===== src/rtl/nn_fixed_pkg.sv =====
// Fixed-point widths, FSM state encoding and the Q24.16 -> Q16.16 saturator
// shared by the neuron accumulator.
package nn_fixed_pkg;

  localparam int unsigned DATA_W = 16;
  localparam int unsigned FRAC_W = 8;
  localparam int unsigned OUT_W  = 32;
  localparam int unsigned ACC_W  = 40;
  localparam int unsigned IDX_W  = 32;
  localparam int unsigned CNT_W  = 8;

  typedef enum logic [1:0] {
    IDLE  = 2'd0,
    ACCUM = 2'd1,
    DRAIN = 2'd2,
    OUT   = 2'd3
  } state_e;

  typedef struct packed {
    logic [OUT_W-1:0] value;
    logic             sat;
  } sat_t;

  // The value fits when every bit from the OUT_W sign bit upward agrees.
  function automatic sat_t saturate(input logic [ACC_W-1:0] a);
    sat_t r;
    if (a[ACC_W-1:OUT_W-1] == {(ACC_W-OUT_W+1){1'b0}} ||
        a[ACC_W-1:OUT_W-1] == {(ACC_W-OUT_W+1){1'b1}}) begin
      r.value = a[OUT_W-1:0];
      r.sat   = 1'b0;
    end else if (a[ACC_W-1]) begin
      r.value = {1'b1, {(OUT_W-1){1'b0}}};
      r.sat   = 1'b1;
    end else begin
      r.value = {1'b0, {(OUT_W-1){1'b1}}};
      r.sat   = 1'b1;
    end
    return r;
  endfunction

endpackage


===== src/rtl/neuron_mac_if.sv =====
// Control, input-stream and result-stream signals of the neuron accumulator.
interface neuron_mac_if;
  import nn_fixed_pkg::*;

  logic              start;
  logic [CNT_W-1:0]  n_inputs;
  logic [DATA_W-1:0] bias;
  logic [IDX_W-1:0]  neuron_idx;
  logic              layer_sel;
  logic              in_valid;
  logic              in_ready;
  logic [DATA_W-1:0] x;
  logic [DATA_W-1:0] w;
  logic              out_valid;
  logic              out_ready;
  logic [OUT_W-1:0]  act_out;
  logic [IDX_W-1:0]  out_idx;
  logic              out_layer;
  logic              sat;
  logic              busy;

  modport master (
    output start, n_inputs, bias, neuron_idx, layer_sel, in_valid, x, w, out_ready,
    input  in_ready, out_valid, act_out, out_idx, out_layer, sat, busy
  );

  modport slave (
    input  start, n_inputs, bias, neuron_idx, layer_sel, in_valid, x, w, out_ready,
    output in_ready, out_valid, act_out, out_idx, out_layer, sat, busy
  );

endinterface


===== src/rtl/mac_pipe.sv =====
// Product register and Q24.16 accumulator. The pending product is folded in one
// cycle after it is captured; acc_next exposes the value the accumulator takes next.
module mac_pipe
  import nn_fixed_pkg::*;
(
  input  logic              clk,
  input  logic              rst_n,
  input  logic              load,
  input  logic [DATA_W-1:0] bias,
  input  logic              fire,
  input  logic [DATA_W-1:0] x,
  input  logic [DATA_W-1:0] w,
  output logic [ACC_W-1:0]  acc_next
);

  localparam int unsigned PROD_W = 2 * DATA_W;

  logic signed [PROD_W-1:0] xs, ws, prod;
  logic [PROD_W-1:0]        p_q;
  logic                     p_vld_q;
  logic [ACC_W-1:0]         acc_q, acc_d;
  logic [ACC_W-1:0]         bias_aligned;

  always_comb begin
    xs   = {{DATA_W{x[DATA_W-1]}}, x};
    ws   = {{DATA_W{w[DATA_W-1]}}, w};
    prod = xs * ws;
  end

  // Q8.8 bias shifted into Q24.16.
  assign bias_aligned = {{(ACC_W-DATA_W-FRAC_W){bias[DATA_W-1]}}, bias, {FRAC_W{1'b0}}};

  always_comb begin
    acc_d = acc_q;
    if (p_vld_q) begin
      acc_d = acc_q + {{(ACC_W-PROD_W){p_q[PROD_W-1]}}, p_q};
    end
  end

  assign acc_next = acc_d;

  always_ff @(posedge clk or negedge rst_n) begin
    if (!rst_n) begin
      acc_q   <= '0;
      p_q     <= '0;
      p_vld_q <= 1'b0;
    end else if (load) begin
      acc_q   <= bias_aligned;
      p_q     <= '0;
      p_vld_q <= 1'b0;
    end else begin
      acc_q   <= acc_d;
      p_vld_q <= fire;
      if (fire) begin
        p_q <= prod;
      end
    end
  end

endmodule


===== src/rtl/neuron_mac.sv =====
// Streaming neuron accumulator: bias + sum(x*w) in fixed point, saturated to Q16.16,
// with valid/ready on both the pair input and the result output.
module neuron_mac
  import nn_fixed_pkg::*;
(
  input  logic         clk,
  input  logic         rst_n,
  neuron_mac_if.slave  bus
);

  state_e           state_q, state_d;
  logic [CNT_W-1:0] cnt_q;
  logic [CNT_W-1:0] n_q;
  logic [IDX_W-1:0] idx_q;
  logic             layer_q;
  logic [OUT_W-1:0] act_q;
  logic             sat_q;

  logic             load;
  logic             hs_in;
  logic             hs_out;
  logic [ACC_W-1:0] acc_next;
  sat_t             sat_res;

  assign load    = (state_q == IDLE) && bus.start;
  assign hs_in   = (state_q == ACCUM) && bus.in_valid;
  assign hs_out  = (state_q == OUT) && bus.out_ready;
  assign sat_res = saturate(acc_next);

  mac_pipe u_mac_pipe (
    .clk      (clk),
    .rst_n    (rst_n),
    .load     (load),
    .bias     (bus.bias),
    .fire     (hs_in),
    .x        (bus.x),
    .w        (bus.w),
    .acc_next (acc_next)
  );

  always_comb begin
    state_d = state_q;
    unique case (state_q)
      IDLE: begin
        if (bus.start) begin
          state_d = (bus.n_inputs != '0) ? ACCUM : DRAIN;
        end
      end
      ACCUM: begin
        if (hs_in && (cnt_q == n_q - 8'd1)) begin
          state_d = DRAIN;
        end
      end
      DRAIN:   state_d = OUT;
      OUT: begin
        if (hs_out) begin
          state_d = IDLE;
        end
      end
      default: state_d = IDLE;
    endcase
  end

  always_ff @(posedge clk or negedge rst_n) begin
    if (!rst_n) begin
      state_q <= IDLE;
      cnt_q   <= '0;
      n_q     <= '0;
      idx_q   <= '0;
      layer_q <= 1'b0;
      act_q   <= '0;
      sat_q   <= 1'b0;
    end else begin
      state_q <= state_d;
      if (load) begin
        cnt_q   <= '0;
        n_q     <= bus.n_inputs;
        idx_q   <= bus.neuron_idx;
        layer_q <= bus.layer_sel;
      end else if (hs_in) begin
        cnt_q <= cnt_q + 8'd1;
      end
      // acc_next already includes the last pending product while draining.
      if (state_q == DRAIN) begin
        act_q <= sat_res.value;
        sat_q <= sat_res.sat;
      end
    end
  end

  assign bus.in_ready  = (state_q == ACCUM);
  assign bus.out_valid = (state_q == OUT);
  assign bus.busy      = (state_q != IDLE);
  assign bus.act_out   = act_q;
  assign bus.out_idx   = idx_q;
  assign bus.out_layer = layer_q;
  assign bus.sat       = sat_q;

endmodule

===== src/flat_wrapper.sv =====
// flat-port wrapper written by rule: the top's interface ports become plain ports
module neuron_mac_flat import nn_fixed_pkg::*;
  (clk, rst_n, bus_start, bus_n_inputs, bus_bias, bus_neuron_idx, bus_layer_sel, bus_in_valid, bus_x, bus_w, bus_out_ready, bus_in_ready, bus_out_valid, bus_act_out, bus_out_idx, bus_out_layer, bus_sat, bus_busy);
  neuron_mac_if bus_i ();
  input  logic clk;
  input  logic rst_n;
  input wire logic [$bits(bus_i.start)-1:0] bus_start;
  input wire logic [$bits(bus_i.n_inputs)-1:0] bus_n_inputs;
  input wire logic [$bits(bus_i.bias)-1:0] bus_bias;
  input wire logic [$bits(bus_i.neuron_idx)-1:0] bus_neuron_idx;
  input wire logic [$bits(bus_i.layer_sel)-1:0] bus_layer_sel;
  input wire logic [$bits(bus_i.in_valid)-1:0] bus_in_valid;
  input wire logic [$bits(bus_i.x)-1:0] bus_x;
  input wire logic [$bits(bus_i.w)-1:0] bus_w;
  input wire logic [$bits(bus_i.out_ready)-1:0] bus_out_ready;
  output wire logic [$bits(bus_i.in_ready)-1:0] bus_in_ready;
  output wire logic [$bits(bus_i.out_valid)-1:0] bus_out_valid;
  output wire logic [$bits(bus_i.act_out)-1:0] bus_act_out;
  output wire logic [$bits(bus_i.out_idx)-1:0] bus_out_idx;
  output wire logic [$bits(bus_i.out_layer)-1:0] bus_out_layer;
  output wire logic [$bits(bus_i.sat)-1:0] bus_sat;
  output wire logic [$bits(bus_i.busy)-1:0] bus_busy;
  assign bus_i.start = bus_start;
  assign bus_i.n_inputs = bus_n_inputs;
  assign bus_i.bias = bus_bias;
  assign bus_i.neuron_idx = bus_neuron_idx;
  assign bus_i.layer_sel = bus_layer_sel;
  assign bus_i.in_valid = bus_in_valid;
  assign bus_i.x = bus_x;
  assign bus_i.w = bus_w;
  assign bus_i.out_ready = bus_out_ready;
  assign bus_in_ready = bus_i.in_ready;
  assign bus_out_valid = bus_i.out_valid;
  assign bus_act_out = bus_i.act_out;
  assign bus_out_idx = bus_i.out_idx;
  assign bus_out_layer = bus_i.out_layer;
  assign bus_sat = bus_i.sat;
  assign bus_busy = bus_i.busy;
  neuron_mac u_core (.clk(clk), .rst_n(rst_n), .bus(bus_i));
endmodule

===== config.mk =====
export PLATFORM = sky130hd
export DESIGN_NAME = neuron_mac_flat
export DESIGN_NICKNAME = d
export VERILOG_FILES = /design/src/rtl/nn_fixed_pkg.sv /design/src/rtl/neuron_mac_if.sv /design/src/rtl/mac_pipe.sv /design/src/rtl/neuron_mac.sv /design/src/flat_wrapper.sv
export SDC_FILE = /design/constraint.sdc
export NUM_CORES = 1
export LEC_CHECK = 0
export CORE_MARGIN = 3
export CORE_UTILIZATION = 30
export CTS_BUF_LIST = sky130_fd_sc_hd__clkbuf_8
export CTS_CLUSTER_SIZE = 10
export DETAILED_ROUTE_END_ITERATION = 8
export SETUP_SLACK_MARGIN = 0.02
export SYNTH_ARGS = -nofsm -noshare
export SYNTH_HDL_FRONTEND = slang
export SYNTH_SLANG_ARGS = --single-unit

===== constraint.sdc =====
create_clock -name clk -period 4.05 [get_ports clk]
set_input_delay 0.81 -clock clk [delete_from_list [all_inputs] [get_ports clk]]
set_output_delay 0.81 -clock clk [all_outputs]
set_load 0.1 [all_outputs]

After elaboration in Yosys (flattened, before gate mapping)
Cells that the tools add are included.

Bits in registers: 157. Bits of input ports: 94. Output and inout bits: 69.

Add/subtract/negate cells: 3. Multipliers: 1. Equal/unequal tests: 8. Muxes and demuxes: 14. Reduce and logical (&&, ||, !) cells: 11.

Operators by type and width (count): 2-to-1 mux 40 bit (2); 2-to-1 mux 33 bit (2); 2-to-1 mux 32 bit (2); adder 40 bit (1); multiplier 16 x 16 -> 32 bit (1); 2-to-1 mux 8 bit (2); equality test 9 bit (second input constant) (1); zero test 9 bit (1); adder 8 x 1 -> 8 bit (second input constant) (1); equality test 8 bit (1); 2-to-1 mux 2 bit (4); one-hot mux 2 bit (4 select lines) (1); nonzero test 8 bit (1); subtractor 8 x 1 -> 8 bit (second input constant) (1); equality test 2 bit (second input constant) (2); logical AND 1 bit (4); inequality test 2 x 1 -> 1 bit (second input constant) (2); nonzero test 2 bit (2); AND reduction 3 bit (1); equality test 2 x 1 -> 1 bit (second input constant) (1); zero test 2 bit (1); inequality test 2 bit (second input constant) (1); logical OR 1 bit (1); 2-to-1 mux 1 bit (1).

Longest topological paths before layout
Depth after elaboration: 5. Gate-level depth with buffers: 26.

Hierarchy
A second synthesis with hierarchy kept.

Cell total of the unflattened synthesis: 2070. Area total of the unflattened synthesis: 18738.0 µm².

By module, submodules not included: mac_pipe (times used 1, cells an instance 1652, area an instance 15053.2 µm², sequential area each 1826.8 µm²); neuron_mac (times used 1, cells an instance 418, area an instance 3684.8 µm², sequential area each 2102.0 µm²).

Least setup slack after synthesis
Ideal clock, no wire load.

Path kind: input port to flip-flop. Start point: input port bus_x[15]. End point: register u_core.u_mac_pipe.p_q[31]. Setup time: 0.127 ns. Data arrival time: 6.924 ns. Path slack: -3.001 ns. Cell stages on the path: 23. Cells stage by stage: clkbuf_1 > nand2_1 > inv_1 > fa_1 > fa_1 > fa_1 > fa_1 > fa_1 > inv_1 > fa_1 > inv_1 > ha_1 > a21o_1 > a21o_1 > a21oi_1 > nand2_1 > a21o_1 > nor4b_1 > nor3_1 > o31a_1 > o21ai_0 > nand4_1 > nor3b_1.

Word-level cells in the longest chain between the ends: 3.

Ends and longest elaborated chain: start: declaration (line flat_wrapper.sv:13) `input wire logic [$bits(bus_i.x)-1:0] bus_x;`; multiplier 16 x 16 -> 32 bit (line mac_pipe.sv:27) `prod = xs * ws;`; 2-to-1 mux 32 bit (line mac_pipe.sv:54) `if (fire) begin`; 2-to-1 mux 32 bit (line mac_pipe.sv:47) `end else if (load) begin`; end signal: assignment (line mac_pipe.sv:55) `p_q <= prod;`; end: declaration (line mac_pipe.sv:19) `logic [PROD_W-1:0] p_q;`.

No other way between the ends. The select of a mux whose other input is x is not followed. A chain may end at the register's enable or synchronous reset.

Worst setup path in the final report
Start point: input port bus_x[8]. End point: register u_core.u_mac_pipe.p_q[31].

The elaborated chain is that of the path after synthesis.

==> results.tsv <==
stage	metric	value	unit
run_status	status	complete, but fails checks	
run_status	failing checks	setup timing	
critical_path	CP Data Arrival Time	6.45	ns
timing	final setup margin	-2.03	ns
logic_synthesis	Avg Synthesized Cell Area	8.89	sq um
logic_synthesis	Synth area leader	fa_1	
layout	layout cells sized above 1	0.262	
layout	register area	3930	sq um
global_routing	vias in the first global route	17819	
layout	# nets final	3054	
routing	DR top layer	met4	
critical_path	CP Max Fanout	4	
floorplanning	DIE WIDTH	259	microns
global_routing	first-pass GRT wire length	93.6	mm
flow_run	MaxCap Viol Count	0	
logic_synthesis	Net Count, Synth	2650	
timing	fmax	164	MHz
logic_synthesis	Area contributors post-synth	fa_1 27%, dfrtp_1 20%, ha_1 8.3%	
placed_design	pre-CTS WS	-3.08	ns
routing	wire length on met3	1.63	mm
critical_path	worst r2r src	u_core.u_mac_pipe.p_q[31]	
floorplanning	Initial Util	0.304	
logic_synthesis	top-count cell post-synth	nand2_1	
global_routing	grt total ovfl	0	
clocking	H-tree depth	4	
worst_hold_path	worst hold path class	in -> async	
critical_path	WS Path Type	in -> reg	
logic_synthesis	Synth Warn #	0	
timing	RSZ-0062 raised after global routing	true	
routing	DR vias	16533	
layout	area of the multi-input gates	14900	sq um
placed_design	Placement Cell Area	23800	sq um
global_routing	largest net degree at the start of global routing	81	
logic_synthesis	async set or reset register ratio after synthesis	1.00	
clocking	TritonCTS buffer count	17	
timing	Final min period	6.08	ns
critical_path	CP Data Required Time	4.42	ns
timing	Final period util	1.50	
floorplanning	Core Footprint	63300	sq um
logic_synthesis	Post-synth EDFFs	0	
floorplanning	Die Height	259	microns
routing	Initial DRT Pass Iterations	5	
logic_synthesis	Post-synth top cells	339 x nand2_1, 326 x inv_1, 263 x fa_1	
placed_design	RD Place Congestion	0.902	
clocking	clk root buf	clkbuf_8	
clocking	TritonCTS clock tree	done	
clocking	clock sinks	157	
routing	WL per Instance	17.0	microns
logic_synthesis	Seq/Total Area, Yosys	0.204	
routing	Post-DRT Antenna Nets	0	
global_routing	Total GRT Usage	0.175	
floorplanning	io pins	163	
clocking	clk slew on worst S/H paths	0.09	ns
logic_synthesis	Netlist Area Pre-Place	19300	sq um
layout	Area growth syn-to-layout	34.5	%
critical_path	r2r setup slk	-0.25	ns
critical_path	CP Launch Point	bus_x[8]	
logic_synthesis	Synth Instances	2165	
global_routing	initial antenna violation count	1	
logic_synthesis	Distinct cells, synth	81	
logic_synthesis	Most used DFF post-synth	dfrtp_1	
timing	worst slew pin tran	1.04	ns
routing	DRC	0	
routing	final WL	58.3	mm
layout	Design Area, Final	25900	sq um
floorplanning	die area	67200	sq um
clocking	CTS Buffer Depth	2	
critical_path	crit path launch type	input pin	
routing	Vias/cell	4.82	
critical_path	Worst R2R Path Depth	14	
timing	relative slew slack	0.303	
placed_design	number of port buffers	162	
critical_path	Worst setup EP type	register	
timing	Final Skew	0.0211	ns
clocking	cts-stage hold buffer count	0	
timing	Setup-failing EPs final	59	
floorplanning	row cnt	92	
routing	Routed met1 length	24.1	mm
timing	Fin Setup TNS	-41.71	ns
layout	Final Non-Filler Cells	3428	
logic_synthesis	Yosys top cell area share	0.273	
logic_synthesis	Synth Register Bits	157	
routing	DR WL met2	31.0	mm
timing	Final Hold Vio Count	0	
routing	Starting DRT DRC Count	860	
timing	Slew Viols, Final	0	
layout	Fillers	6227	
placed_design	Placed Instances	3332	
placed_design	dpl hpwl	46.3	mm
critical_path	r2r endpoint	u_core.bus.act_out[15]	
clocking	clock latency on the worst-skew pair	0.49	ns
## logic make-up after synthesis
kind of cell / synth area share
xor+xnor: 0.0318
flops: 0.204
mux: 0.0131
buf+inv: 0.0834
fa+ha+maj: 0.357
simple gates: 0.178
compound gates: 0.133
## cells in the final DEF, fill, tap and decap left out, types with 15 or more instances in the layout
cell type	netlist	routed
dfrtp_1	157	156
nand2_1	339	322
xor2_1	25	22
and2_4	0	33
clkbuf_8	0	19
a21oi_2	20	45
nor3_1	20	15
mux2i_1	24	24
buf_4	0	247
nand3_1	21	19
and2_1	133	100
ha_1	128	101
fa_1	263	240
nor2_1	126	120
buf_6	3	64
o21bai_1	17	17
clkdlybuf4s50_1	0	128
fa_2	0	23
o21bai_2	19	19
xnor2_1	45	31
ha_4	0	23
inv_2	0	43
inv_1	326	282
o21ai_0	46	37
a21o_1	30	30
a21oi_1	139	110
## sequential cells by signal, summed over array words and instances, names as in the netlist
| name | cells |
|---|---|
| u_core.u_mac_pipe.p_vld_q | 1 |
| u_core.state_q | 2 |
| u_core.n_q | 8 |
| u_core.bus.out_idx | 32 |
| u_core.u_mac_pipe.acc_q | 40 |
| u_core.bus.out_layer | 1 |
| u_core.bus.act_out | 32 |
| u_core.bus.sat | 1 |
| u_core.u_mac_pipe.p_q | 32 |
| u_core.cnt_q | 8 |
## per-layer routing
metal / up-vias / global-route usage
li1: 7733 / -
met1: 8409 / 0.212
met2: 286 / 0.324
met3: 105 / 0.0214
met4: 0 / 0.0469
met5: - / 0
## through the flow
| step | hold slack [ns] | util |
|---|---|---|
| after floorplan | 0.450 | - |
| after global placement | 0.457 | 0.377 |
| after detailed placement | 0.462 | 0.377 |
| after CTS | 0.391 | 0.399 |
| after global routing | 0.399 | 0.409 |
| final | 0.359 | 0.409 |
## worst max-delay path, stage by stage
cell and delay (ns):
buf_8 0.10, buf_6 0.11, buf_8 0.12, and2_4 0.15, fa_1 0.55, fa_1 0.44
fa_2 0.58, fa_1 0.43, fa_1 0.50, inv_1 0.05, fa_1 0.49, inv_2 0.05
ha_4 0.21, a21o_1 0.17, a21o_1 0.17, a21oi_2 0.14, nand2_1 0.07, a21o_1 0.20
nor4b_4 0.30, nor3_2 0.07, o31a_1 0.28, o21ai_2 0.18, nand4_1 0.11, nor3b_2 0.17
## timing repair
item	4_1_cts	5_1_grt
endpoints found under the setup margin	58	59
pin swaps	156	123
buffers inserted	37	28
cloned	4	1
gates resized for setup	309	136
## final cells by class
| class | instances | share of cell area |
|---|---|---|
| Clock inverter | 12 | 0.00623 |
| Inverter | 326 | 0.0474 |
| Multi-Input combinational cell | 1590 | 0.574 |
| Timing Repair Buffer | 477 | 0.169 |
| Clock buffer | 19 | 0.0101 |
| Sequential cell | 157 | 0.152 |
| Antenna cell | 1 | 0.0000966 |
| Tap cell | 846 | 0.0409 |
## how the worst max path moves through the flow
stage	slack [ns]	end	cells past startpoint
floorplan	-2.19	u_core.u_mac_pipe.p_q[31]	23
global placement	-3.00	u_core.u_mac_pipe.p_q[31]	25
detailed placement	-3.08	u_core.u_mac_pipe.p_q[31]	23
CTS	-2.11	u_core.u_mac_pipe.p_q[31]	25
global route	-2.20	u_core.u_mac_pipe.p_q[31]	24
finish	-2.03	u_core.u_mac_pipe.p_q[31]	24
Power is left out: the tool's default activity adds up to more than one toggle a clock period on the data nets, which glitch-free logic cannot reach.
